## config.mk

```make
export PLATFORM = sky130hd
export DESIGN_NAME = mult_partial_result_accumulator
export DESIGN_NICKNAME = d
export VERILOG_FILES = /design/src/rtl/mult_partial_result_accumulator.sv
export SDC_FILE = /design/constraint.sdc
export NUM_CORES = 1
export LEC_CHECK = 0
export CAP_MARGIN = 30
export CORE_MARGIN = 4
export CORE_UTILIZATION = 30
export CTS_CLUSTER_DIAMETER = 200
export DETAILED_ROUTE_END_ITERATION = 10
export GPL_TIMING_DRIVEN = 1
export PLACE_DENSITY = 0.47
export SLEW_MARGIN = 25
export SYNTH_ARGS = -nofsm -noshare
export SYNTH_HDL_FRONTEND = slang
export SYNTH_SLANG_ARGS = --single-unit
```

## constraint.sdc

```tcl
create_clock -name clk -period 3.6 [get_ports clk]
set_clock_uncertainty 0.1 [all_clocks]
set_input_delay 0.72 -clock clk [delete_from_list [all_inputs] [get_ports clk]]
set_output_delay 0.72 -clock clk [all_outputs]
set_load 0.02 [all_outputs]
```

## src/rtl/mult_partial_result_accumulator.sv

```systemverilog
// Recombines fracturable-multiplier partial vectors into lane values and accumulates them
// per frame, presenting per-frame totals on a valid/ready output.
module mult_partial_result_accumulator #(
  parameter int ACC_W   = 48,
  parameter int COUNT_W = 16
) (
  input  logic               clk,
  input  logic               reset,
  input  logic               in_valid,
  output logic               in_ready,
  input  logic               in_first,
  input  logic               in_last,
  input  logic [1:0]         mode,
  input  logic               a_sign,
  input  logic               b_sign,
  input  logic [31:0]        result_0,
  input  logic [31:0]        result_1,
  input  logic [1:0]         result_SIDM_carry,
  output logic               out_valid,
  input  logic               out_ready,
  output logic [ACC_W-1:0]   out_lane0,
  output logic [ACC_W-1:0]   out_lane1,
  output logic [COUNT_W-1:0] out_count,
  output logic               err_sticky
);

  localparam logic [1:0] MODE_16X16    = 2'b00;
  localparam logic [1:0] MODE_SUM_16X8 = 2'b01;
  localparam logic [1:0] MODE_DUAL_8X4 = 2'b10;
  localparam logic [1:0] MODE_ILLEGAL  = 2'b11;

  // Combine stage signals
  logic             sext;
  logic [31:0]      sum_00;
  logic [32:0]      sum_01;
  logic [20:0]      sum_lo;
  logic [12:0]      sum_hi;
  logic [ACC_W-1:0] c_v0, c_v1;

  // S1 registers
  logic             s1_valid, s1_first, s1_last;
  logic [1:0]       s1_mode;
  logic [ACC_W-1:0] s1_v0, s1_v1;

  // S2 open-frame state
  logic               frame_open;
  logic [1:0]         frame_mode;
  logic [ACC_W-1:0]   acc0, acc1;
  logic [COUNT_W-1:0] count;

  logic               s1_advance, in_accept;
  logic               s2_mismatch, s2_take, s2_drop, s2_stall, s2_start;
  logic [ACC_W-1:0]   next_acc0, next_acc1;
  logic [COUNT_W-1:0] next_count;

  // NOTE: every output of this block is given a default first so no path infers a latch.
  always_comb begin
    sext   = a_sign | b_sign;
    sum_00 = result_0 + result_1;
    sum_01 = {result_SIDM_carry[1], result_0} + {1'b0, result_1};
    sum_lo = {result_SIDM_carry[0], result_0[19:0]} + {1'b0, result_1[19:0]};
    sum_hi = {result_SIDM_carry[1], result_0[31:20]} + {1'b0, result_1[31:20]};
    c_v0   = '0;
    c_v1   = '0;
    case (mode)
      MODE_16X16:
        c_v0 = sext ? ACC_W'($signed(sum_00)) : ACC_W'(sum_00);
      MODE_SUM_16X8:
        c_v0 = sext ? ACC_W'($signed(sum_01[32:8])) : ACC_W'(sum_01[32:8]);
      MODE_DUAL_8X4: begin
        // Low and high segments are summed separately so no carry crosses bit 19/20.
        c_v0 = sext ? ACC_W'($signed(sum_lo[20:8])) : ACC_W'(sum_lo[20:8]);
        c_v1 = sext ? ACC_W'($signed(sum_hi))       : ACC_W'(sum_hi);
      end
      default: ;
    endcase
  end

  // S2 only stalls when the beat in S1 would overwrite a total still waiting downstream.
  assign s2_mismatch = frame_open && !s1_first && (s1_mode != frame_mode);
  assign s2_take     = s1_valid && !s2_mismatch;
  assign s2_drop     = s1_valid && s2_mismatch;
  assign s2_stall    = s2_take && s1_last && out_valid && !out_ready;
  assign s2_start    = s1_first || !frame_open;

  assign s1_advance  = !s1_valid || !s2_stall;
  assign in_ready    = !reset && s1_advance;
  assign in_accept   = in_valid && in_ready;

  assign next_acc0   = s2_start ? s1_v0 : acc0 + s1_v0;
  assign next_acc1   = s2_start ? s1_v1 : acc1 + s1_v1;
  assign next_count  = s2_start ? COUNT_W'(1) : count + COUNT_W'(1);

  // NOTE: non-blocking assignments so every register samples pre-edge values of the others.
  always_ff @(posedge clk) begin
    if (reset) begin
      s1_valid   <= 1'b0;
      s1_first   <= 1'b0;
      s1_last    <= 1'b0;
      s1_mode    <= MODE_16X16;
      s1_v0      <= '0;
      s1_v1      <= '0;
      frame_open <= 1'b0;
      frame_mode <= MODE_16X16;
      acc0       <= '0;
      acc1       <= '0;
      count      <= '0;
      out_valid  <= 1'b0;
      out_lane0  <= '0;
      out_lane1  <= '0;
      out_count  <= '0;
      err_sticky <= 1'b0;
    end else begin
      if (s1_advance) begin
        s1_valid <= in_accept && (mode != MODE_ILLEGAL);
        s1_first <= in_first;
        s1_last  <= in_last;
        s1_mode  <= mode;
        s1_v0    <= c_v0;
        s1_v1    <= c_v1;
      end

      if ((in_accept && mode == MODE_ILLEGAL) || s2_drop)
        err_sticky <= 1'b1;

      if (out_valid && out_ready)
        out_valid <= 1'b0;

      if (s2_take && !s2_stall) begin
        if (s1_last) begin
          out_valid  <= 1'b1;
          out_lane0  <= next_acc0;
          out_lane1  <= next_acc1;
          out_count  <= next_count;
          frame_open <= 1'b0;
        end else begin
          acc0       <= next_acc0;
          acc1       <= next_acc1;
          count      <= next_count;
          frame_open <= 1'b1;
          if (s2_start)
            frame_mode <= s1_mode;
        end
      end
    end
  end

endmodule

```

; ---- Yosys cells after proc, flatten, opt, wreduce, memory -nomap -nowiden
; Index checks and enable logic that the tools add are counted.
[op_classes]
n_mux = 13
n_eq_ne = 5
shifts = 0
mul = 0
bitwise_logic = 2
reduce_logical = 27
order_cmp = 0
div = 0
n_addsub = 7
[ops]
columns = cell, n
row1 = two-way mux 48 bit, 7
row2 = case mux 48 bit (3 select lines), 1
row3 = adder 48 bit, 2
row4 = adder 33 x 32 -> 33 bit, 1
row5 = adder 32 bit, 1
row6 = adder 21 x 20 -> 21 bit, 1
row7 = "adder 16 x 1 -> 16 bit, second input constant", 1
row8 = two-way mux 16 bit, 1
row9 = adder 13 x 12 -> 13 bit, 1
row10 = logical AND 1 bit, 13
row11 = zero test 1 bit, 7
row12 = "== test 2 bit, second input constant", 2
row13 = two-way mux 1 bit, 4
row14 = AND reduction 2 bit, 2
row15 = logical OR 1 bit, 3
row16 = AND reduction 3 bit, 1
row17 = "== test 2 x 1 -> 1 bit, second input constant", 1
row18 = zero test 2 bit, 1
row19 = inequality test 2 bit, 1
row20 = "inequality test 2 bit, second input constant", 1
row21 = inverter 1 bit, 1
row22 = bitwise OR 1 bit, 1
[totals]
ramBits = 0
regBits = 330
elab_cells = 70
romBits = 0
mem_count = 0
out_inout_bits = 115
latchBits = 0
in_bits = 76

; ---- Depth between registers and ports, before layout
; Gate-level depths: netlist of the first run.
[depth]
word_depth = 14
depth_mapped = 13
ltp_nobuf = 13

; ---- Worst setup path before layout of the first run
; OpenSTA, ideal clock, no wires.
[synth_path]
path_kind = flip-flop to flip-flop
startpoint = register, netlist name s1_v1[46]
endpoint = register out_lane1[44]
required_ns = 3.368
period_less_slack_ns = 3.618
slack_ns = -0.018
path_stages_with_launch = 12
n_path_buf = 0
t_arrival_ns = 3.386
setup_time_ns = 0.132
path_cell_list = dfxtp_1 > ha_1 > a21o_1 > a21oi_1 > o21ai_0 > o311ai_1 > nor4_1 > nor3_1 > o21ai_1 > a211o_1 > a21oi_1 > nor3_1
[synth_lines]
columns = item, line_no
row1 = to (signal assigned), 133  ; out_lane1 <= next_acc1;
row2 = to (decl), 22  ; output logic [ACC_W-1:0] out_lane1,

; ---- Final worst setup path of the first run
[layout_path]
startpoint = register s1_v0[0]
endpoint = register acc0[44]
[layout_via]
elab_chain_cells = 2
[layout_lines]
columns = item, line_no
row1 = from (decl), 43  ; logic [ACC_W-1:0] s1_v0, s1_v1;
row2 = from (signal assigned), 119  ; s1_v0 <= c_v0;
row3 = adder 48 bit, 90  ; assign next_acc0 = s2_start ? s1_v0 : acc0 + s1_v0;
row4 = two-way mux 48 bit, 90
row5 = to (signal assigned), 137  ; acc0 <= next_acc0;
row6 = to (decl), 48  ; logic [ACC_W-1:0] acc0, acc1;
; No other way between the ends.
; A chain may end at the register's enable or synchronous reset.

==> impl_metrics.json, run 1 <==
{
  "synth_seq_area_share": 0.3173,
  "yosys.area.top_type": "dfxtp_1",
  "min_from": "out_count[11]$_SDFFE_PP0P_",
  "pin_count": 191,
  "synth_edf_count": 0,
  "fin_crit_sh": 0.9460,
  "cts_buffer_depth": 3,
  "max_freq_ghz": 0.2936,
  "drt-total-wl_um": 58020,
  "fin_setup_tns_ns": 0,
  "core-area_sq_um": 58140,
  "synth_fp_nets": 2485,
  "drt-wirelength-per-cell_um": 17.56,
  "diodes": 0,
  "reg2reg_depth": 14,
  "gp_congestion": 0.8904,
  "ir_worst_vdd_mv": 0.2680,
  "synth_area_sq_um": 17730,
  "grt_pass1_vias": 16930,
  "p_total_mw": 9.221,
  "drtIter0Drc": 826,
  "grt_pass1_wl_um": 92200,
  "maxCapViolCount": 0,
  "layout_commonest_cell": "nor2_1",
  "synthArstFlopShare": 0,
  "synthToLayoutAreaGrowth_pct": 28.09,
  "clk_root_buffer_cell": "clkbuf_16",
  "critPathLaunch": "s1_v0[0]$_SDFFE_PP0N_",
  "drive_gt1_frac": 0.1044,
  "postCtsHoldBufs": 0,
  "grt_overflow_total": 0,
  "cts.sinks": 281,
  "synthCells": 2278,
  "most-common-layout-cells": "nor2_1 (321), dfxtp_1 (280), a21oi_1 (256), nand2_1 (230), clkdlybuf4s50_1 (189)",
  "max_slew_margin": 0.4329,
  "vias": 17180,
  "critPathArrivalTime_ns": 3.77,
  "cts_inserted_buffers": 36,
  "dp_hpwl_um": 43170,
  "cts_tree": "yes",
  "synthTopCellsByArea": "dfxtp_1 (32%), ha_1 (9.0%), a21oi_1 (7.3%), nor2_1 (6.9%), a211oi_1 (6.5%)",
  "drtPass1Iterations": 5,
  "ant_nets": 0,
  "crit_type": "reg2reg",
  "fp.dieH_um": 251.1,
  "drc": 0,
  "cts_max_level": 2,
  "synthFlopType": "dfxtp_1",
  "p_per_area_nw_per_um2": 406.1,
  "hold_slack_ns": 0.3562,
  "die_x_um": 251.1,
  "yosysWarnings": 0,
  "grt_max_degree": 160,
  "rsz0062_at_grt": "no",
  "p_leak_nw": 8.960,
  "ys_ff_latch": 281,
  "run_status": "finished clean",
  "hold_class": "reg2reg",
  "slew_violations": 0,
  "antenna_found_initial": 0,
  "end_kind": "register",
  "path_max_fanout": 4,
  "placementRows": 88,
  "initial_core_util": 0.3049,
  "hold_viol": 0,
  "track_usage": 0.1776,
  "clk_pin_slew_ns": 0.06,
  "clk_latency_ns": 0.55,
  "tightest_slew_ns": 0.8475,
  "fin_crit_ns": 3.406,
  "ys_types": 73,
  "min_path_cells": 2,
  "synth_top_area_frac": 0.3173,
  "avgSynthCellArea_sq_um": 7.782,
  "portBuffers": 190,
  "worst_setup_path_start_kind": "register",
  "dieArea_sq_um": 63050,
  "vias_per_cell": 5.200,
  "r2r-start": "s1_v0[0]$_SDFFE_PP0N_",
  "setup_viol": 0,
  "worstPathRequired_ns": 3.97,
  "final_nets": 2719
}
[cells by family (layout without fill, tap and decap cells)]
| logic type | Yosys count | after routing | share of synthesized area |
|---|---|---|---|
| AOI/OAI and AO/OA | 780 | 780 | 0.2883 |
| and+or+nand+nor | 758 | 758 | 0.1860 |
| DFF | 281 | 281 | 0.3173 |
| buffers and inverters | 177 | 438 | 0.03790 |
| xor gates and xnor gates | 135 | 135 | 0.06712 |
| adders and majority gates | 131 | 131 | 0.09415 |
| muxes | 16 | 16 | 0.009245 |
[flip-flops by register name (all words and copies together), names as in the netlist]
register,count
acc0,48
acc1,48
out_lane0,48
out_lane1,48
s1_v0,33
count,16
out_count,16
s1_v1,14
frame_mode,2
s1_mode,2
err_sticky,1
frame_open,1
out_valid,1
s1_first,1
s1_last,1
s1_valid,1
[synthesized netlist by cell type, drive strengths merged, types with 17 or more instances]
cell and number:
xnor2 76, buf 21, a21oi 259, o211ai 28, o21bai 17, clkbuf 123
a31oi 21, nand4 30, nor2b 18, and3 19, nor2 324, a21o 69
inv 33, nand2 230, a211oi 154, xor2 59, o21ai 110, nor3 51
dfxtp 281, nand3 33, ha 127
[metal layers]
layer,vias up,routed length [um],part of all wire,track usage
li1,8751,-,-,-
met1,8058,26370,0.45,0.2282
met2,287,28170,0.49,0.3129
met3,84,1954,0.034,0.02286
met4,0,1516,0.026,0.05088
met5,-,0,0,0
[path summary, 6_finish.rpt]
kind	endpoint	slack [ns]
max	acc0[44]$_SDFFE_PP0P_	0.19
min	out_count[11]$_SDFFE_PP0P_	0.36
max reg2reg	acc0[44]$_SDFFE_PP0P_	0.19
min reg2reg	out_count[11]$_SDFFE_PP0P_	0.36
[final cells by class]
class | instances | area (sq um)
clock inverters | 12 | 205.2
inverters | 33 | 123.9
flip-flops and latches | 281 | 5627
multi-input cells | 1820 | 11550
well taps | 765 | 957.2
fillers | 5975 | 35430
repair buffers | 340 | 3149
clock buffers | 53 | 1097
[worst max-delay path, cell delays in order (launching register included)]
cell,delay [ns]
dfxtp_1,0.43
ha_2,0.25
fa_2,0.25
a211oi_2,0.10
o21ai_2,0.22
a211oi_2,0.11
buf_4,0.16
nor4b_4,0.33
o31ai_2,0.11
buf_4,0.16
o21ai_4,0.22
nand4_1,0.20
a21oi_1,0.19
mux2_2,0.38
a21oi_1,0.14
[through the flow]
| stage | instances | cell area (sq um) | util | setup WS, ns |
|---|---|---|---|---|
| 6_report | 3304 | 22710 | 0.3906 | 0.1944 |
| 5_1_grt | 3304 | 22710 | 0.3906 | 0.009200 |
| 4_1_cts | 3302 | 22590 | 0.3886 | 0.01052 |
| 3_5_place_dp | 3236 | 21280 | 0.3661 | -0.3950 |
| 3_3_place_gp | 3235 | 21280 | 0.3660 | -0.3478 |
| 2_1_floorplan | 2278 | 17730 | - | 0.2301 |
[what timing repair did]
item,CTS,global route
endpoints found under the setup margin,8,34
setup buffers,1,1
pin swaps,2,1
resized for setup,0,17
[power breakdown]
part / total, mW / internal, mW / leakage (nW) / switching [mW]
registers: 3.40 / 3.27 / 2.29 / 0.132
clock network: 3.91 / 2.47 / 0.634 / 1.44
logic: 1.91 / 0.836 / 6.04 / 1.08
total: 9.22 / 6.58 / 8.96 / 2.64
Note: power is estimated with default switching activity, not from simulation.
==> run 2: changes to the inputs <==
CORE_MARGIN = 3   (was 4)
CORE_UTILIZATION = 51   (was 30)
PLACE_DENSITY = 0.74   (was 0.47)
==> run 2 against run 1 <==
- non-clock buffer count down 28
- flip-flop and latch count unchanged
- sequential power is essentially flat
- total power fell by 9.8%
- largest cell class unchanged
- sequential share of layout area is 1.2 points higher
- combinational power decreased by 4%
- critical path type is now reg2out
- first-iteration DRC count increased by 32%
- wire length fell by 12%
- largest power group is now sequential cells
- global-route usage grew 9.0 points
- die area is 41% lower
- final cell count is 11% lower
- fmax shrank 2.0%
==> impl_metrics.json, run 2 (same netlist as run 1, synthesis figures left out) <==
{
  "cts_max_level": 1,
  "clk_root_buffer_cell": "clkbuf_16",
  "gp_congestion": 0.9355,
  "grt_overflow_total": 0,
  "cts_inserted_buffers": 30,
  "drc": 0,
  "drive_gt1_frac": 0.08537,
  "wl_met2_um": 24410,
  "rsz0062_at_grt": "no",
  "top_layer": "met4",
  "vias_per_cell": 5.877,
  "grt_pass1_vias": 16510,
  "clk_pin_slew_ns": 0.06,
  "placed_area_sq_um": 20680,
  "placementRows": 67,
  "portBuffers": 190,
  "pin_count": 191,
  "p_leak_nw": 8.641,
  "combPwrFrac": 0.221,
  "hold_class": "reg2reg",
  "p_per_area_nw_per_um2": 383.6,
  "grt_max_degree": 93,
  "p_switching_mw": 2.412,
  "synthToLayoutAreaGrowth_pct": 22.37,
  "path_max_fanout": 5,
  "internal_power_mw": 5.910,
  "cts_buffer_depth": 3,
  "dieArea_sq_um": 37040,
  "swShare": 0.2898,
  "clk_latency_ns": 0.58,
  "drtIter0Drc": 1089,
  "vias": 17300,
  "ant_nets": 0,
  "drtPass1Iterations": 5,
  "max_freq_ghz": 0.2877,
  "dp_hpwl_um": 38090,
  "worstPathRequired_ns": 2.78,
  "p_total_mw": 8.322,
  "grt_pass1_wl_um": 82230,
  "cts.sinks": 281,
  "run_status": "finished clean",
  "postCtsSetupBuffers": 0,
  "diodes": 0,
  "most-common-layout-cells": "nor2_1 (320), dfxtp_1 (280), a21oi_1 (257), nand2_1 (230), clkdlybuf4s50_1 (189)",
  "p_clk_frac": 0.371,
  "fin_crit_sh": 0.9654,
  "end_kind": "output pin",
  "final_core_util": 0.6405,
  "fin_crit_ns": 3.475,
  "crit_type": "reg2out",
  "track_usage": 0.2677,
  "worst_setup_path_start_kind": "register",
  "cts_tree": "yes",
  "final_area_sq_um": 21690,
  "core-area_sq_um": 33870,
  "final_nets": 2685,
  "fp.dieH_um": 192.4,
  "ir_worst_vdd_mv": 0.3609,
  "critPathArrivalTime_ns": 2.66,
  "antenna_found_initial": 0,
  "drt-wirelength-per-cell_um": 17.33,
  "slew_violations": 0,
  "initial_core_util": 0.5235,
  "max_slew_margin": 0.3564,
  "route.met3.wl_um": 2519,
  "setup_viol": 0,
  "layout_commonest_cell": "nor2_1",
  "wl_met1_um": 22880,
  "die_x_um": 192.4,
  "seq_power_share": 0.408,
  "maxCapViolCount": 0,
  "drt-total-wl_um": 51000,
  "hold_viol": 0,
  "tightest_slew_ns": 0.9653
}
run 2: repair_timing:
| item | 4_1_cts | 5_1_grt |
|---|---|---|
| resized for setup | 0 | 7 |
| setup endpoints to repair | 0 | 21 |
| hold buffers | 0 | 0 |
| endpoints found under the hold margin | 0 | 0 |
run 2: area by class of cell:
class                   count  area, sq um
clock inverters             7        115.1
repair buffers            312         2902
well taps                 448        560.5
multi-input cells        1820        11510
fillers                  3028        12170
inverters                  33        123.9
clock buffers              42        857.1
flip-flops and latches    281         5627
run 2: final timing paths:
path                                                start                    endpoint  depth (start not counted)  slack [ns]
worst min register to register  out_lane1[2]$_SDFFE_PP0P_   out_lane1[2]$_SDFFE_PP0P_                          2        0.36
worst max register to register      s1_v0[0]$_SDFFE_PP0N_  out_lane0[46]$_SDFFE_PP0P_                         13        0.20
worst min-delay path            out_lane1[2]$_SDFFE_PP0P_   out_lane1[2]$_SDFFE_PP0P_                          2        0.36
worst max-delay path              s1_mode[0]$_SDFFE_PP0N_                    in_ready                          6        0.12
run 2: worst max-delay path: stages (launching register included):
cell and delay [ns]:
dfxtp_1 0.35, xor2_1 0.17, o21ai_1 0.38, nand4_1 0.31, nand2b_1 0.18, inv_1 0.12, clkdlybuf4s50_1 0.57
run 2: stage by stage:
| stage | cells | hold slack, ns | setup WS [ns] | TNS (ns) |
|---|---|---|---|---|
| after floorplan | 2278 | 0.3400 | 0.2301 | 0 |
| after global placement | 2893 | 0.3479 | -0.2958 | -4.253 |
| after detailed placement | 2894 | 0.3504 | -0.3540 | -5.795 |
| after CTS | 2943 | 0.3607 | 0.1154 | 0 |
| after global routing | 2943 | 0.3828 | 0.01103 | 0 |
| final | 2943 | 0.3559 | 0.1245 | 0 |
run 2: power groups by stage:
stage	Combinational (mW)	Sequential [mW]	Clock [mW]
floorplan	1.17	3.46	0
global placement	1.78	3.46	0
detailed placement	1.81	3.46	0
CTS	1.82	3.40	3.15
global route	2.02	3.41	3.27
finish	1.84	3.40	3.09
run 2: per-layer routing:
layer,vias to the layer above,global-route usage
li1,8685,-
met1,8100,0.3503
met2,437,0.4630
met3,73,0.03433
met4,0,0.07593
met5,-,0
